**src/rtl/countdown_pkg.sv**
```systemverilog
// Shared types and defaults for the countdown FSM and its button conditioner.
package countdown_pkg;

  localparam int COUNT_W_DEFAULT = 16;

  typedef enum logic [1:0] {
    IDLE  = 2'd0,
    COUNT = 2'd1,
    DONE  = 2'd2
  } state_t;

endpackage

```
**src/rtl/countdown_fsm_if.sv**
```systemverilog
// CPU/button-facing signal bundle of the countdown FSM; count_reg feeds the LED/switch peripheral.
interface countdown_fsm_if #(
  parameter int COUNT_W = 16
);
  logic [COUNT_W-1:0] load_value;
  logic               load_valid;
  logic               start_btn;
  logic [COUNT_W-1:0] count_reg;
  logic               busy;
  logic               done;

  modport master (
    output load_value, load_valid, start_btn,
    input  count_reg, busy, done
  );

  modport slave (
    input  load_value, load_valid, start_btn,
    output count_reg, busy, done
  );
endinterface

```
**src/rtl/countdown_fsm_btn_conditioner.sv**
```systemverilog
// Start-button conditioning: 2-flop synchroniser, optional debouncer, rising-edge detect.
// Build with DEBOUNCE_EN defined to insert the DB_CYCLES stability filter.
module btn_conditioner #(
  parameter int DB_CYCLES = 1_000_000
) (
  input  logic clk,
  input  logic rst,
  input  logic start_btn,
  output logic start_pulse
);

  if (DB_CYCLES < 1) begin : g_db_chk
    $error("DB_CYCLES must be >= 1");
  end

  logic [1:0] sync_pipe;  // [0] = s1, [1] = s2
  logic       lvl;
  logic       prev;       // s3

  always_ff @(posedge clk or posedge rst) begin
    if (rst) sync_pipe <= '0;
    else     sync_pipe <= {sync_pipe[0], start_btn};
  end

`ifdef DEBOUNCE_EN
  localparam int DW = $clog2(DB_CYCLES + 1);
  localparam logic [DW-1:0] DB_LAST = DW'(DB_CYCLES - 1);

  logic [DW-1:0] db_cnt;
  logic          db;

  // Any cycle where s2 agrees with db is a bounce and restarts the stability count.
  always_ff @(posedge clk or posedge rst) begin
    if (rst) begin
      db_cnt <= '0;
      db     <= 1'b0;
    end else if (sync_pipe[1] != db) begin
      if (db_cnt == DB_LAST) begin
        db     <= sync_pipe[1];
        db_cnt <= '0;
      end else begin
        db_cnt <= db_cnt + 1'b1;
      end
    end else begin
      db_cnt <= '0;
    end
  end

  assign lvl = db;
`else
  assign lvl = sync_pipe[1];
`endif

  always_ff @(posedge clk or posedge rst) begin
    if (rst) prev <= 1'b0;
    else     prev <= lvl;
  end

  assign start_pulse = lvl & ~prev;

endmodule

```
**src/rtl/countdown_fsm.sv**
```systemverilog
// Programmable down-counter: CPU preloads, button starts, decrements once per TICK_DIV clocks.
// DEBOUNCE_EN (optional) enables the start-button debouncer inside btn_conditioner.
module countdown_fsm
  import countdown_pkg::*;
#(
  parameter int COUNT_W   = COUNT_W_DEFAULT,
  parameter int TICK_DIV  = 100_000_000,
  parameter int DB_CYCLES = 1_000_000
) (
  input  logic            clk,
  input  logic            rst,
  countdown_fsm_if.slave  bus
);

  if (TICK_DIV < 2) begin : g_div_chk
    $error("TICK_DIV must be >= 2");
  end

  localparam int TW = $clog2(TICK_DIV);
  localparam logic [TW-1:0] TICK_LAST = TW'(TICK_DIV - 1);

  state_t             state, state_nx;
  logic [COUNT_W-1:0] cnt, cnt_nx;
  logic               busy_q, done_q;
  logic [TW-1:0]      tick_cnt;
  logic               tick;
  logic               start_pulse;

  btn_conditioner #(.DB_CYCLES(DB_CYCLES)) u_btn (
    .clk         (clk),
    .rst         (rst),
    .start_btn   (bus.start_btn),
    .start_pulse (start_pulse)
  );

  // Prescaler only runs in COUNT so every countdown starts from a fresh phase.
  assign tick = (state == COUNT) && (tick_cnt == TICK_LAST);

  always_ff @(posedge clk or posedge rst) begin
    if (rst)                 tick_cnt <= '0;
    else if (state != COUNT) tick_cnt <= '0;
    else if (tick)           tick_cnt <= '0;
    else                     tick_cnt <= tick_cnt + 1'b1;
  end

  always_comb begin
    state_nx = state;
    cnt_nx   = cnt;
    case (state)
      IDLE: begin
        // A load in the same cycle as a start wins; the start is dropped.
        if (bus.load_valid)   cnt_nx   = bus.load_value;
        else if (start_pulse) state_nx = (cnt != '0) ? COUNT : DONE;
      end
      COUNT: begin
        if (tick) begin
          cnt_nx = cnt - 1'b1;
          if (cnt == COUNT_W'(1)) state_nx = DONE;
        end
      end
      DONE: begin
        if (bus.load_valid) begin
          cnt_nx   = bus.load_value;
          state_nx = IDLE;
        end
      end
      default: state_nx = IDLE;
    endcase
  end

  always_ff @(posedge clk or posedge rst) begin
    if (rst) begin
      state  <= IDLE;
      cnt    <= '0;
      busy_q <= 1'b0;
      done_q <= 1'b0;
    end else begin
      state  <= state_nx;
      cnt    <= cnt_nx;
      busy_q <= (state_nx == COUNT);
      done_q <= (state_nx == DONE);
    end
  end

  assign bus.count_reg = cnt;
  assign bus.busy      = busy_q;
  assign bus.done      = done_q;

endmodule

```
**src/flat_wrapper.sv**
```systemverilog
// flat-port wrapper written by rule: the top's interface ports become plain ports
module countdown_fsm_flat import countdown_pkg::*;
#(
  parameter int COUNT_W   = COUNT_W_DEFAULT,
  parameter int TICK_DIV  = 100_000_000,
  parameter int DB_CYCLES = 1_000_000
)
  (clk, rst, bus_load_value, bus_load_valid, bus_start_btn, bus_count_reg, bus_busy, bus_done);
  countdown_fsm_if #(.COUNT_W(COUNT_W)) bus_i ();
  input  logic clk;
  input  logic rst;
  input wire logic [$bits(bus_i.load_value)-1:0] bus_load_value;
  input wire logic [$bits(bus_i.load_valid)-1:0] bus_load_valid;
  input wire logic [$bits(bus_i.start_btn)-1:0] bus_start_btn;
  output wire logic [$bits(bus_i.count_reg)-1:0] bus_count_reg;
  output wire logic [$bits(bus_i.busy)-1:0] bus_busy;
  output wire logic [$bits(bus_i.done)-1:0] bus_done;
  assign bus_i.load_value = bus_load_value;
  assign bus_i.load_valid = bus_load_valid;
  assign bus_i.start_btn = bus_start_btn;
  assign bus_count_reg = bus_i.count_reg;
  assign bus_busy = bus_i.busy;
  assign bus_done = bus_i.done;
  countdown_fsm #(.COUNT_W(COUNT_W), .TICK_DIV(TICK_DIV), .DB_CYCLES(DB_CYCLES)) u_core (.clk(clk), .rst(rst), .bus(bus_i));
endmodule
```
**config.mk**
```make
export PLATFORM = sky130hd
export DESIGN_NAME = countdown_fsm_flat
export DESIGN_NICKNAME = d
export VERILOG_FILES = /design/src/rtl/countdown_pkg.sv /design/src/rtl/countdown_fsm_if.sv /design/src/rtl/countdown_fsm_btn_conditioner.sv /design/src/rtl/countdown_fsm.sv /design/src/flat_wrapper.sv
export SDC_FILE = /design/constraint.sdc
export NUM_CORES = 1
export LEC_CHECK = 0
export ABC_AREA = 1
export CAP_MARGIN = 0
export CORE_MARGIN = 10
export CORE_UTILIZATION = 45
export DETAILED_ROUTE_END_ITERATION = 8
export GPL_TIMING_DRIVEN = 0
export PLACE_DENSITY = 0.65
export SLEW_MARGIN = 20
export SYNTH_ARGS = -nofsm -noshare
export SYNTH_HDL_FRONTEND = slang
export SYNTH_SLANG_ARGS = --single-unit
```
**constraint.sdc**
```tcl
create_clock -name clk -period 1.6 [get_ports clk]
set_input_delay 0.16 -clock clk [delete_from_list [all_inputs] [get_ports clk]]
set_output_delay 0.16 -clock clk [all_outputs]
set_load 0.02 [all_outputs]
```
==> results.md <==
* Status: finished, final reports clean
* Post-Synthesis Cells at approximately 480
* Peak supply drop at 761.9 uV
* Effective utilization at floorplan at 0.4670
* I/O pins at 38
* Layout overhead on the synthesized area at 31.98%
* Clk Tree Root Cell: sky130_fd_sc_hd__clkbuf_8
* Count of endpoints failing hold in the final timing report at 0
* Worst-skew pair later-pin latency at 0.31 ns
* Slowest Stage Delay on Critical Path at 0.40 ns
* Number of flip-flops under the largest register name at 27
* Cell-by-cell listing of the critical path: ha_4 -> nand3_4 -> nor2_4 -> nand2_4 -> nor2_4 -> nand2_4 -> nand2_8 -> clkbuf_16 -> nand2_1 -> o21ai_2
* Wire per inst at 13.71 um
* Post-layout util at 0.6164
* Number of buffers inserted during clock tree synthesis at 5
* GRT Resource Usage Total at 0.1535
* Warnings from Yosys at 0
* Net count after synthesis at 500
* First-pass GRT wire length at between 10000 and 15000 um
* Worst slew margin relative to its limit at 0.6668
* Pin count of the biggest net entering global routing at 34
* Die footprint at 0.01091 mm2
* Slew Viols, Final at 0
* Vias in the first global route at 2895
* Worst Max-Slew Pin Slew at 0.4998 ns
* Number of storage elements in the synthesis netlist at 50
* Period utilisation layout at 0.9860
* Critical path start-end classification: reg2reg
* Areal power density over the cells at 1232 mW/mm2
* Max Clock Skew at about 0.011 ns
* # nets final at roughly 570
* Drt drc at 0
* Number of port buffers at 37
* CTS H-tree lvls at 2
* Kind of start point of the critical path: register
* Static leakage power at 2.004 nW
* Count of final setup violators at 0
* Post-Place Worst Slack at -0.3162 ns
* Mapped Avg Cell Area at approximately 6.7 um2
* Post-DRT Antenna Nets at 0
* Total congestion overflow at 0
* Ratio of cells with drive above 1 in the final layout at 0.1949
* Core area at 0.006869 mm2
* Count of distinct cell types in the synthesized netlist at 29
* Worst-case setup margin in the final layout at 0.02233 ns
* Number of antenna violations at the first check in global routing at 0
* Horizontal extent of the die at 104.4 um
* Total standard cell area after synthesis at between 0.003 and 0.004 mm2
* Count of hold-fix buffers inserted at cts at 0
* Critical path data arrival time at roughly 1.8 ns
* TritonRoute pass-1 iters at 4
* Part of the Yosys area used for sequential elements at 0.3900
* Hold/Removal Path Class: in2async
* Number of sinks on the clock net at 50
* RSZ-0062 raised after global routing: yes
* Vias per inst at 4.978
* CTS clk-pin slew, worst paths at 0.10 ns
* Placer congestion estimate at ~0.9
* Time the worst path needs with I/O delays and setup at 1.578 ns
* CP Data Required Time at between 1.5 and 2 ns
* Height of the die at 104.4 um
* Vias at 3186
* Total of max-cap violations at 0
* Critical path's slowest cell: sky130_fd_sc_hd__dfrtp_1
* Max Fanout on Critical Path at 8
* Most used cells in the layout excluding fill and tap cells: sky130_fd_sc_hd__nand2_1 (134), sky130_fd_sc_hd__nor2_1 (77), sky130_fd_sc_hd__nand3_1 (48), sky130_fd_sc_hd__inv_1 (45), sky130_fd_sc_hd__dfrtp_1 (44)
* Commonest non-fill, non-tap cell in the layout: sky130_fd_sc_hd__nand2_1
* Clock tree buffer depth at 2
* Post-Route Hold Slack at between 0.1 and 0.15 ns
* Clock tree from TritonCTS: yes
* Post-detailed-routing wire length at 8776 um
* Core Rows at 30
* Count of routing violations after the opening detailed-route iteration at 144
* Antenna Cells at 0
* HPWL after detailed placement at 6293 um
* Highest clock rate at 0.6338 GHz
* Kind of capture point of the worst setup path: register
[through the flow]
stage	setup TNS, ns	instances	power [mW]	area [um2]
after floorplan	0	476	3.266	3208
after global placement	-48.16	609	4.023	3699
after detailed placement	-8.311	610	4.082	3719
after CTS	0	626	5.095	3948
after global routing	-0.7830	640	5.636	4234
final	0	640	5.216	4234
[report_power, final]
| group | internal [mW] | switching [mW] | total, mW |
|---|---|---|---|
| clock | 0.501 | 0.437 | 0.939 |
| sequential | 1.51 | 0.344 | 1.85 |
| combinational | 0.997 | 1.43 | 2.43 |
| total | 3.01 | 2.21 | 5.22 |
[what timing repair did]
item                       in CTS  in global routing
setup buffers                   9                 11
cloned                          0                  3
setup endpoints to repair      42                 44
pin swaps                       4                 13
gates resized for setup        14                 56
[final timing paths]
path,start,endpoint,slack [ns],depth (start not counted)
hold / removal,rst,u_core.bus.count_reg[11]$_DFFE_PP0P_,0.14,2
max in group asynchronous,rst,u_core.tick_cnt[10]$_DFF_PP0_,0.92,3
min in group clk,bus_start_btn,u_core.u_btn.sync_pipe[0]$_DFF_PP0_,0.28,1
setup / recovery,u_core.tick_cnt[0]$_DFF_PP0_,u_core.bus.count_reg[0]$_DFFE_PP0P_,0.02,10
hold reg to reg,u_core.u_btn.sync_pipe[0]$_DFF_PP0_,u_core.u_btn.sync_pipe[1]$_DFF_PP0_,0.37,0
setup reg to reg,u_core.tick_cnt[0]$_DFF_PP0_,u_core.bus.count_reg[0]$_DFFE_PP0P_,0.02,10
[routing by layer]
metal  up-vias  wire (um)  GRT usage
met5         -          0          0
li1       1632          -          -
met1      1487       4045     0.2113
met3         5        378    0.02540
met4         0         68    0.03579
met2        62       4285     0.2435
[Yosys cell counts (all sizes together)]
cell	number	area, um2
o22ai	1	6.260
nand2	149	585.6
buf	2	31.28
ha	4	50.05
nand3	55	305.3
nor3	13	65.06
nor3b	1	7.510
a31oi	1	6.260
dfrtp	50	1251
or2	6	37.54
xor2	5	43.79
nor2	99	401.6
inv	54	202.7
o21ai	18	105.1
clkbuf	3	11.26
nand3b	3	22.52
nand4	6	37.54
xnor2	2	17.52
a21oi	4	20.02
[logic make-up (layout without fill, tap and decap cells)]
logic type | Yosys count | after routing | synth area share
compound gates | 24 | 24 | 0.04290
xor+xnor | 7 | 7 | 0.01911
fa+ha+maj | 4 | 4 | 0.01560
buf+inv | 59 | 126 | 0.07644
flops | 50 | 50 | 0.3900
simple gates | 332 | 333 | 0.4559
[critical path: cells and delay by family (launching register included)]
kind,cells,cell delay (ns)
flops,1,0.40
buf+inv,1,0.16
compound gates,1,0.05
fa+ha+maj,1,0.17
simple gates,7,0.72
[layout make-up]
type | instances | area, um2
plain buffers | 5 | 47.55
clock buffers | 6 | 82.58
clock inverters | 1 | 30.03
fillers | 631 | 2635
inverters | 54 | 207.7
multi-input cells | 368 | 1878
flip-flops and latches | 50 | 1259
well taps | 96 | 120.1
repair buffers | 60 | 609.3
Power figures use the tool's default switching activity.
